[src/rtl/mesh_term_pkg.sv]
`default_nettype none
// ============================================================================
// Module      : mesh_term_pkg
// Description : Shared definitions for the mesh terminal receiver: packet
//               field offsets, receive FSM states and buffer entry flags.
// Revision    : 1.0 - initial release
// ============================================================================
package mesh_term_pkg;

  // Field positions are given as distances below the packet width, so that
  // a field's MSB sits at bit (pckg_sz - <offset>) for any packet size.
  localparam int NXT_MSB  = 1;   // next-jump byte
  localparam int ROW_MSB  = 9;   // target row nibble
  localparam int COL_MSB  = 13;  // target column nibble
  localparam int MODE_BIT = 17;  // mode bit

  localparam int NXT_W  = 8;
  localparam int ADDR_W = 4;

  // Receive sequencer: one pop, then one idle cycle for the mesh FIFO head
  // to settle before pndng is trusted again.
  typedef enum logic [1:0] {
    IDLE   = 2'd0,
    POP    = 2'd1,
    SETTLE = 2'd2
  } state_t;

  // Decode flags stored next to each captured packet. A buffer entry is
  // {bcast, misroute, data}, with the flags in the top two bits.
  typedef struct packed {
    logic bcast;
    logic misroute;
  } entry_flags_t;

endpackage
`default_nettype wire

[src/rtl/mesh_term_buf.sv]
`default_nettype none
// ============================================================================
// Module      : mesh_term_buf
// Description : Synchronous first-word-fall-through FIFO holding decoded
//               packet entries. Read data is forced to zero while empty.
// Revision    : 1.0 - initial release
// ============================================================================
module mesh_term_buf #(
  parameter int W     = 43,
  parameter int DEPTH = 4
) (
  input  logic         clk,
  input  logic         reset,
  input  logic         push,
  input  logic [W-1:0] wr_entry,
  input  logic         pop,
  output logic [W-1:0] rd_entry,
  output logic         full,
  output logic         empty
);

  localparam int AW = $clog2(DEPTH);

  logic [W-1:0] r_mem [DEPTH];
  logic [AW:0]  r_wr_ptr;
  logic [AW:0]  r_rd_ptr;
  logic [AW:0]  w_level;
  logic         w_wr_en;
  logic         w_rd_en;

  // Pointers carry one extra wrap bit so full and empty are distinguishable.
  assign w_level = r_wr_ptr - r_rd_ptr;
  assign empty   = (w_level == '0);
  assign full    = (w_level == (AW+1)'(DEPTH));
  assign w_wr_en = push && !full;
  assign w_rd_en = pop && !empty;

  // Head of the queue is visible without a read request; zero when empty.
  assign rd_entry = empty ? '0 : r_mem[r_rd_ptr[AW-1:0]];

  // Storage array; contents are don't-care until written, so no reset.
  always_ff @(posedge clk) begin
    if (w_wr_en) begin
      r_mem[r_wr_ptr[AW-1:0]] <= wr_entry;
    end
  end

  // Read and write pointer advance; reset discards all buffered entries.
  always_ff @(posedge clk) begin
    if (reset) begin
      r_wr_ptr <= '0;
      r_rd_ptr <= '0;
    end else begin
      if (w_wr_en) begin
        r_wr_ptr <= r_wr_ptr + (AW+1)'(1);
      end
      if (w_rd_en) begin
        r_rd_ptr <= r_rd_ptr + (AW+1)'(1);
      end
    end
  end

endmodule
`default_nettype wire

[src/rtl/mesh_term_rx.sv]
`default_nettype none
// ============================================================================
// Module      : mesh_term_rx
// Description : Terminal sink for one mesh output port. Pops packets from the
//               mesh FIFO, flags broadcasts and misroutes against this
//               terminal's row/column, buffers them and presents them to a
//               local consumer over valid/ready. Keeps receive statistics.
// Revision    : 1.0 - initial release
// ============================================================================
module mesh_term_rx
  import mesh_term_pkg::*;
#(
  parameter int         pckg_sz   = 41,
  parameter int         MY_ROW    = 0,
  parameter int         MY_COL    = 0,
  parameter logic [7:0] bdcst     = 8'hFF,
  parameter int         BUF_DEPTH = 4,
  parameter int         CNT_W     = 16
) (
  input  logic               clk,
  input  logic               reset,
  input  logic               pndng,
  input  logic [pckg_sz-1:0] data_out,
  output logic               pop,
  output logic               pkt_valid,
  input  logic               pkt_ready,
  output logic [pckg_sz-1:0] pkt_data,
  output logic               pkt_bcast,
  output logic               pkt_misroute,
  output logic [CNT_W-1:0]   rx_count,
  output logic [CNT_W-1:0]   err_count,
  output logic               err_sticky
);

  localparam int EW = pckg_sz + 2;

  state_t            r_state;
  state_t            w_next;
  logic [NXT_W-1:0]  w_nxt;
  logic [ADDR_W-1:0] w_row;
  logic [ADDR_W-1:0] w_col;
  logic              w_bcast;
  logic              w_misroute;
  logic              w_full;
  logic              w_empty;
  logic              w_head_pop;
  logic [EW-1:0]     w_wr_entry;
  logic [EW-1:0]     w_rd_entry;
  entry_flags_t      w_head_flags;

  // Header decode of the mesh FIFO head; only meaningful on the POP cycle.
  assign w_nxt      = data_out[pckg_sz-NXT_MSB -: NXT_W];
  assign w_row      = data_out[pckg_sz-ROW_MSB -: ADDR_W];
  assign w_col      = data_out[pckg_sz-COL_MSB -: ADDR_W];
  assign w_bcast    = (w_nxt == bdcst);
  assign w_misroute = !w_bcast &&
                      ((w_row != ADDR_W'(MY_ROW)) || (w_col != ADDR_W'(MY_COL)));

  // Next-state and pop decode. Fullness is only checked in IDLE, so the
  // push in POP can never find the buffer full.
  always_comb begin
    w_next = r_state;
    pop    = 1'b0;
    case (r_state)
      IDLE: begin
        if (pndng && !w_full) begin
          w_next = POP;
        end
      end
      POP: begin
        pop    = 1'b1;
        w_next = SETTLE;
      end
      SETTLE: begin
        w_next = IDLE;
      end
      default: begin
        w_next = IDLE;
      end
    endcase
  end

  // State register.
  always_ff @(posedge clk) begin
    if (reset) begin
      r_state <= IDLE;
    end else begin
      r_state <= w_next;
    end
  end

  assign w_wr_entry = {w_bcast, w_misroute, data_out};
  assign w_head_pop = pkt_valid && pkt_ready;

  mesh_term_buf #(
    .W     (EW),
    .DEPTH (BUF_DEPTH)
  ) u_buf (
    .clk      (clk),
    .reset    (reset),
    .push     (pop),
    .wr_entry (w_wr_entry),
    .pop      (w_head_pop),
    .rd_entry (w_rd_entry),
    .full     (w_full),
    .empty    (w_empty)
  );

  assign {w_head_flags, pkt_data} = w_rd_entry;
  assign pkt_valid    = !w_empty;
  assign pkt_bcast    = w_head_flags.bcast;
  assign pkt_misroute = w_head_flags.misroute;

  // Saturating receive/error counters and the sticky misroute flag.
  always_ff @(posedge clk) begin
    if (reset) begin
      rx_count   <= '0;
      err_count  <= '0;
      err_sticky <= 1'b0;
    end else if (pop) begin
      if (!(&rx_count)) begin
        rx_count <= rx_count + CNT_W'(1);
      end
      if (w_misroute) begin
        err_sticky <= 1'b1;
        if (!(&err_count)) begin
          err_count <= err_count + CNT_W'(1);
        end
      end
    end
  end

endmodule
`default_nettype wire

[config.mk]
export PLATFORM = sky130hd
export DESIGN_NAME = mesh_term_rx
export DESIGN_NICKNAME = d
export VERILOG_FILES = /design/src/rtl/mesh_term_pkg.sv /design/src/rtl/mesh_term_buf.sv /design/src/rtl/mesh_term_rx.sv
export SDC_FILE = /design/constraint.sdc
export NUM_CORES = 1
export LEC_CHECK = 0
export ABC_AREA = 1
export CAP_MARGIN = 20
export CORE_MARGIN = 4
export CORE_UTILIZATION = 55
export CTS_CLUSTER_DIAMETER = 120
export DETAILED_ROUTE_END_ITERATION = 10
export PLACE_DENSITY = 0.89
export SLEW_MARGIN = 40
export SYNTH_ARGS = -nofsm -noshare
export SYNTH_HDL_FRONTEND = slang
export SYNTH_SLANG_ARGS = --single-unit
[constraint.sdc]
create_clock -name clk -period 4.6 [get_ports clk]
set_clock_uncertainty 0.05 [all_clocks]
set_input_delay 0.92 -clock clk [delete_from_list [all_inputs] [get_ports clk]]
set_output_delay 0.92 -clock clk [all_outputs]
set_load 0.05 [all_outputs]
[Word level (Yosys, flattened, before mapping)]
Memory sizes are Yosys's and may differ from the RTL's. A register that Yosys moved wholly into a read port is not among the register bits.
Cells that the tools add are included.
Operators by class
  reductions and logical operators: 18
  bitwise logic cells: 2
  equality and inequality tests: 4
  multiplexer cells: 8
  add/subtract/negate cells: 5
Operators by type and width (number)
  $mux W43: 1
  $add A16 B1 Y16 const B: 2
  $reduce_and A16 Y1: 2
  $eq A8 B8 Y1 const B: 1
  $reduce_bool A4 Y1: 2
  $add A3 B1 Y3 const B: 2
  $mux W2: 3
  $logic_and A1 B1 Y1: 5
  $pmux W2 S2: 1
  $reduce_and A2 Y1: 2
  $eq A3 B3 Y1 const B: 1
  $logic_not A1 Y1: 3
  $logic_not A3 Y1: 1
  $mux W1: 3
  $reduce_and A3 Y1: 1
  $sub A3 B3 Y3: 1
  $eq A2 B1 Y1 const B: 1
  $logic_not A2 Y1: 1
  $ne A2 B2 Y1 const B: 1
  $not A1 Y1: 2
  $logic_or A1 B1 Y1: 1
Word-level totals
  memory bits (writable): 172
  register bits after elaboration: 41
  bits of input ports: 45
  memories kept: 1
  logic and storage cells: 44
  output and inout port bits: 78
Memories
  u_buf.r_mem: depth 4, width 43, read ports 1, clocked after memory_dff 1, write ports 1, RTL line mesh_term_buf.sv:24  | logic [W-1:0] r_mem [DEPTH];

[Depth between registers and ports, before layout]
  word-level depth: 7
  gate-level depth with buffers: 12

[Modules after synthesis]
From an unflattened synthesis, not the netlist that was laid out.
Unflattened totals
  cells, all modules: 904
  area total of the unflattened synthesis: 9560.4 um2
Modules (own cells, without submodules)
  mesh_term_buf: seq. area each 5325.1 um2, area each 7275.7 um2, cells an instance 541, times used 1
  mesh_term_rx: seq. area each 700.7 um2, area each 2284.7 um2, cells an instance 363, times used 1

[Worst setup path after synthesis]
OpenSTA, ideal clock, no wires.
  path type: reg2reg
  from: register u_buf.r_rd_ptr[1]
  to: memory u_buf.r_mem[0][0], enable pin
  arrival: 2.983 ns
  data required time: 4.106 ns
  setup slack: 1.124 ns
  cell stages (with the launch flop): 10
  buffers on the path: 0
  period minus slack after synthesis: 3.476 ns
  cell sequence: dfxtp_1 > inv_1 > ha_1 > nand2_1 > nand2_1 > inv_1 > nand2_1 > nand3_1 > nand2_1 > nor2_1
Between the ends
  cells in the longest elaborated chain, start to end: 6
Ends and longest elaborated chain
  from (decl): RTL line mesh_term_buf.sv:26  | logic [AW:0] r_rd_ptr;
  from (signal assigned): RTL line mesh_term_buf.sv:58  | r_rd_ptr <= r_rd_ptr + (AW+1)'(1);
  $sub A3 B3 Y3: RTL line mesh_term_buf.sv:32  | assign w_level = r_wr_ptr - r_rd_ptr;
  $eq A3 B3 Y1: RTL line mesh_term_buf.sv:34  | assign full = (w_level == (AW+1)'(DEPTH));
  $logic_not A1 Y1: RTL line mesh_term_buf.sv:35  | assign w_wr_en = push && !full;
  $logic_and A1 B1 Y1: RTL line mesh_term_buf.sv:35
  $mux W1: RTL line mesh_term_buf.sv:43  | if (w_wr_en) begin
  $mux W1 (not written as such): RTL line mesh_term_buf.sv:44  | r_mem[r_wr_ptr[AW-1:0]] <= wr_entry;
  to (decl): RTL line mesh_term_buf.sv:24
Every way passes these cells.

[Worst setup path after layout]
  from: register u_buf.r_rd_ptr[1]
  to: output port pkt_misroute
Between the ends
  cells in the longest elaborated chain, start to end: 3
Ends and longest elaborated chain
  $sub A3 B3 Y3: RTL line mesh_term_buf.sv:32
  $logic_not A3 Y1: RTL line mesh_term_buf.sv:33  | assign empty = (w_level == '0);
  $mux W43: RTL line mesh_term_buf.sv:39  | assign rd_entry = empty ? '0 : r_mem[r_rd_ptr[AW-1:0]];
  to (decl): RTL line mesh_term_rx.sv:29  | output logic pkt_misroute,
Every way passes these cells.

==> results.json <==
{
  "grt_pass1_wl_um": 31800,
  "rsz0062_at_grt": "no",
  "routed-via-count": 6807,
  "maxCapViolCount": 0,
  "remaining_drc_errors": 0,
  "clock-root-buffer": "clkbuf_16",
  "final_common_cell": "nor2_1",
  "p_leak_nw": 4.30,
  "layout_common_cells": "nor2_1 (196), edfxtp_1 (172), nand2_1 (162), clkdlybuf4s50_1 (122), inv_1 (91)",
  "antenna_found_initial": 0,
  "p_int_mw": 4.42,
  "critPathArrivalTime_ns": 3.18,
  "detail_route.iter0.violations": 533,
  "antenna_cells": 0,
  "cts_sinks": 215,
  "core_um2": 16600,
  "period_needed_ns": 4.15,
  "htreeDepth": 1,
  "routed_wl_um": 20000,
  "area_growth_pct": 23.1,
  "finalHoldViolations": 0,
  "postCtsSetupRepairBufs": 0,
  "grt_start_max_net_pins": 87,
  "drtPass1Iterations": 5,
  "worstPathMaxFanout": 21,
  "yosys_register_bits": 215,
  "clk_pin_slew_ns": 0.06,
  "finalMaxSlewViolations": 0,
  "hold_slack_ns": 0.459,
  "global_route.overflow_total": 0,
  "fin_tns_setup_ns": 0,
  "cp-start-kind": "flop",
  "r2r_slack_ns": 1.59,
  "seq_power_share_pct": 30.8,
  "seq_area_frac_synth_pct": 64.8,
  "hold_path_class": "reg2reg",
  "boundaryPins": 123,
  "finalCritPeriodShare_pct": 90.3,
  "cts_tree": "done",
  "netlist_area_um2": 9290,
  "power_density_nw_per_um2": 687,
  "portBuffers": 122,
  "max_freq_ghz": 0.241,
  "clk_path_buf_depth": 3,
  "avgSynthCellArea_um2": 10.2,
  "start_util_pct": 56.0,
  "power_switching_mw": 3.45,
  "clock_power_share_pct": 21.0,
  "run_status": "complete, no violations",
  "worstPathRequired_ns": 3.63,
  "cts_buffers": 22,
  "rows": 47,
  "grt_pass1_vias": 6512,
  "die_h_um": 138,
  "detail_route.wl_per_cell_um": 15.8,
  "die-width_um": 138,
  "crit_type": "reg2out",
  "grt_usage_pct": 21.1,
  "yosys_warnings": 0,
  "finalNetCount": 1083,
  "tightest_slew_ns": 0.836,
  "ir_worst_vdd_v": 0.000602,
  "share_comb_of_total_power_pct": 48.2,
  "drive_gt1_share_pct": 6.51,
  "cts-hold-fix-buffers": 0,
  "synth.net_count": 961,
  "crit_path_end_kind": "primary output",
  "cts_resized": 0,
  "routed_via_density": 5.39,
  "ant_nets": 0,
  "syn_inst": 907,
  "hpwl_um": 12500,
  "place_congestion": 0.891,
  "max_slew_margin_pct": 44.1,
  "finalSetupViolCount": 0,
  "die_area_um2": 19000,
  "swShare_pct": 43.8,
  "clk_latency_ns": 0.49,
  "total_power_mw": 7.86,
  "synth_cell_types": 34
}
layout make-up:
class                           instances  area, um^2
Fill cell                            1146        5140
Clock inverter                         12        83.8
Sequential cell                       215        6030
Multi-Input combinational cell        561        2760
Clock buffer                           27         591
Tap cell                              220         275
Timing Repair Buffer                  135        1350
Inverter                               94         353
layer usage:
layer	vias up	track usage (%)	routed length [um]
met5	-	0	0
met4	0	5.71	372
met3	29	4.43	1580
met2	261	35.8	9830
met1	3200	27.7	8240
li1	3317	-	-
Yosys cell counts:
| master | count | area, um^2 |
|---|---|---|
| a21oi_2 | 3 | 26.3 |
| edfxtp_1 | 172 | 5160 |
| nand3_2 | 2 | 20.0 |
| dfxtp_1 | 43 | 861 |
| xor2_1 | 9 | 78.8 |
| nor2_4 | 1 | 11.3 |
| o21ai_1 | 2 | 10.0 |
| nor2_1 | 200 | 751 |
| xnor2_1 | 5 | 43.8 |
| buf_2 | 11 | 55.1 |
| clkinv_1 | 1 | 3.75 |
| nor3b_1 | 1 | 7.51 |
| nand2_2 | 6 | 37.5 |
| nor2_8 | 1 | 20.0 |
| ha_1 | 9 | 113 |
| nand4_1 | 6 | 37.5 |
| nand3_4 | 1 | 17.5 |
| buf_1 | 1 | 3.75 |
| nand2_4 | 1 | 11.3 |
| o21ai_2 | 1 | 8.76 |
| o32ai_1 | 43 | 377 |
| a31oi_1 | 1 | 6.26 |
| a21oi_1 | 23 | 115 |
| inv_1 | 91 | 342 |
| nand3b_1 | 1 | 7.51 |
| nor3_1 | 3 | 15.0 |
| nand2_1 | 162 | 608 |
| buf_6 | 2 | 22.5 |
| buf_4 | 6 | 45.0 |
| inv_2 | 2 | 7.51 |
| o21ai_0 | 52 | 260 |
| clkbuf_1 | 17 | 63.8 |
| nor2_2 | 2 | 12.5 |
| nand3_1 | 26 | 130 |
worst paths after layout:
kind                     startpoint  cells past startpoint           endpoint
hold / removal           err_sticky                      2         err_sticky
setup / recovery  u_buf.r_rd_ptr[1]                     11       pkt_misroute
setup reg to reg  u_buf.r_rd_ptr[1]                     10  u_buf.r_mem[0][5]
hold reg to reg          err_sticky                      2         err_sticky
critical path, cell delays in order, from the launching register on:
cell and delay [ns]:
dfxtp_1 0.36, inv_1 0.06, ha_1 0.30, nand2_1 0.07, nand2_1 0.07, inv_1 0.08
nand2_1 0.07, nand3_2 0.39, buf_4 0.30, nand2_1 0.07, inv_1 0.10, clkdlybuf4s50_1 0.81
flip-flops by register name, summed over array words and instances, names as in the netlist, named ones only:
register        count
err_count          16
err_sticky          1
r_state             2
rx_count           16
u_buf.r_mem       172
u_buf.r_rd_ptr      3
u_buf.r_wr_ptr      3
power groups by stage:
stage	sequential [mW]	combinational, mW	clock (mW)
2_1_floorplan	2.47	2.59	0
3_3_place_gp	2.45	3.72	0
3_5_place_dp	2.46	3.78	0
4_1_cts	2.42	3.81	1.68
5_1_grt	2.44	4.06	1.78
6_report	2.42	3.79	1.65
cell families after synthesis:
group | after synthesis | synth area share, %
buffers and inverters | 131 | 5.84
and+or+nand+nor | 413 | 18.1
adders and majority gates | 9 | 1.21
xor gates and xnor gates | 14 | 1.32
AOI/OAI and AO/OA | 125 | 8.64
DFF | 215 | 64.8
through the flow:
step / utilization, % / std cells / setup slack [ns] / cell area, um^2
CTS: 68.8 / 1263 / 0.442 / 11400
floorplan: - / 907 / 1.12 / 9290
global placement: 64.7 / 1224 / 1.06 / 10700
finish: 69.0 / 1264 / 0.447 / 11400
detailed placement: 64.8 / 1224 / 1.01 / 10700
global route: 69.0 / 1264 / 0.264 / 11400
Note: power is estimated with default switching activity, not from simulation.
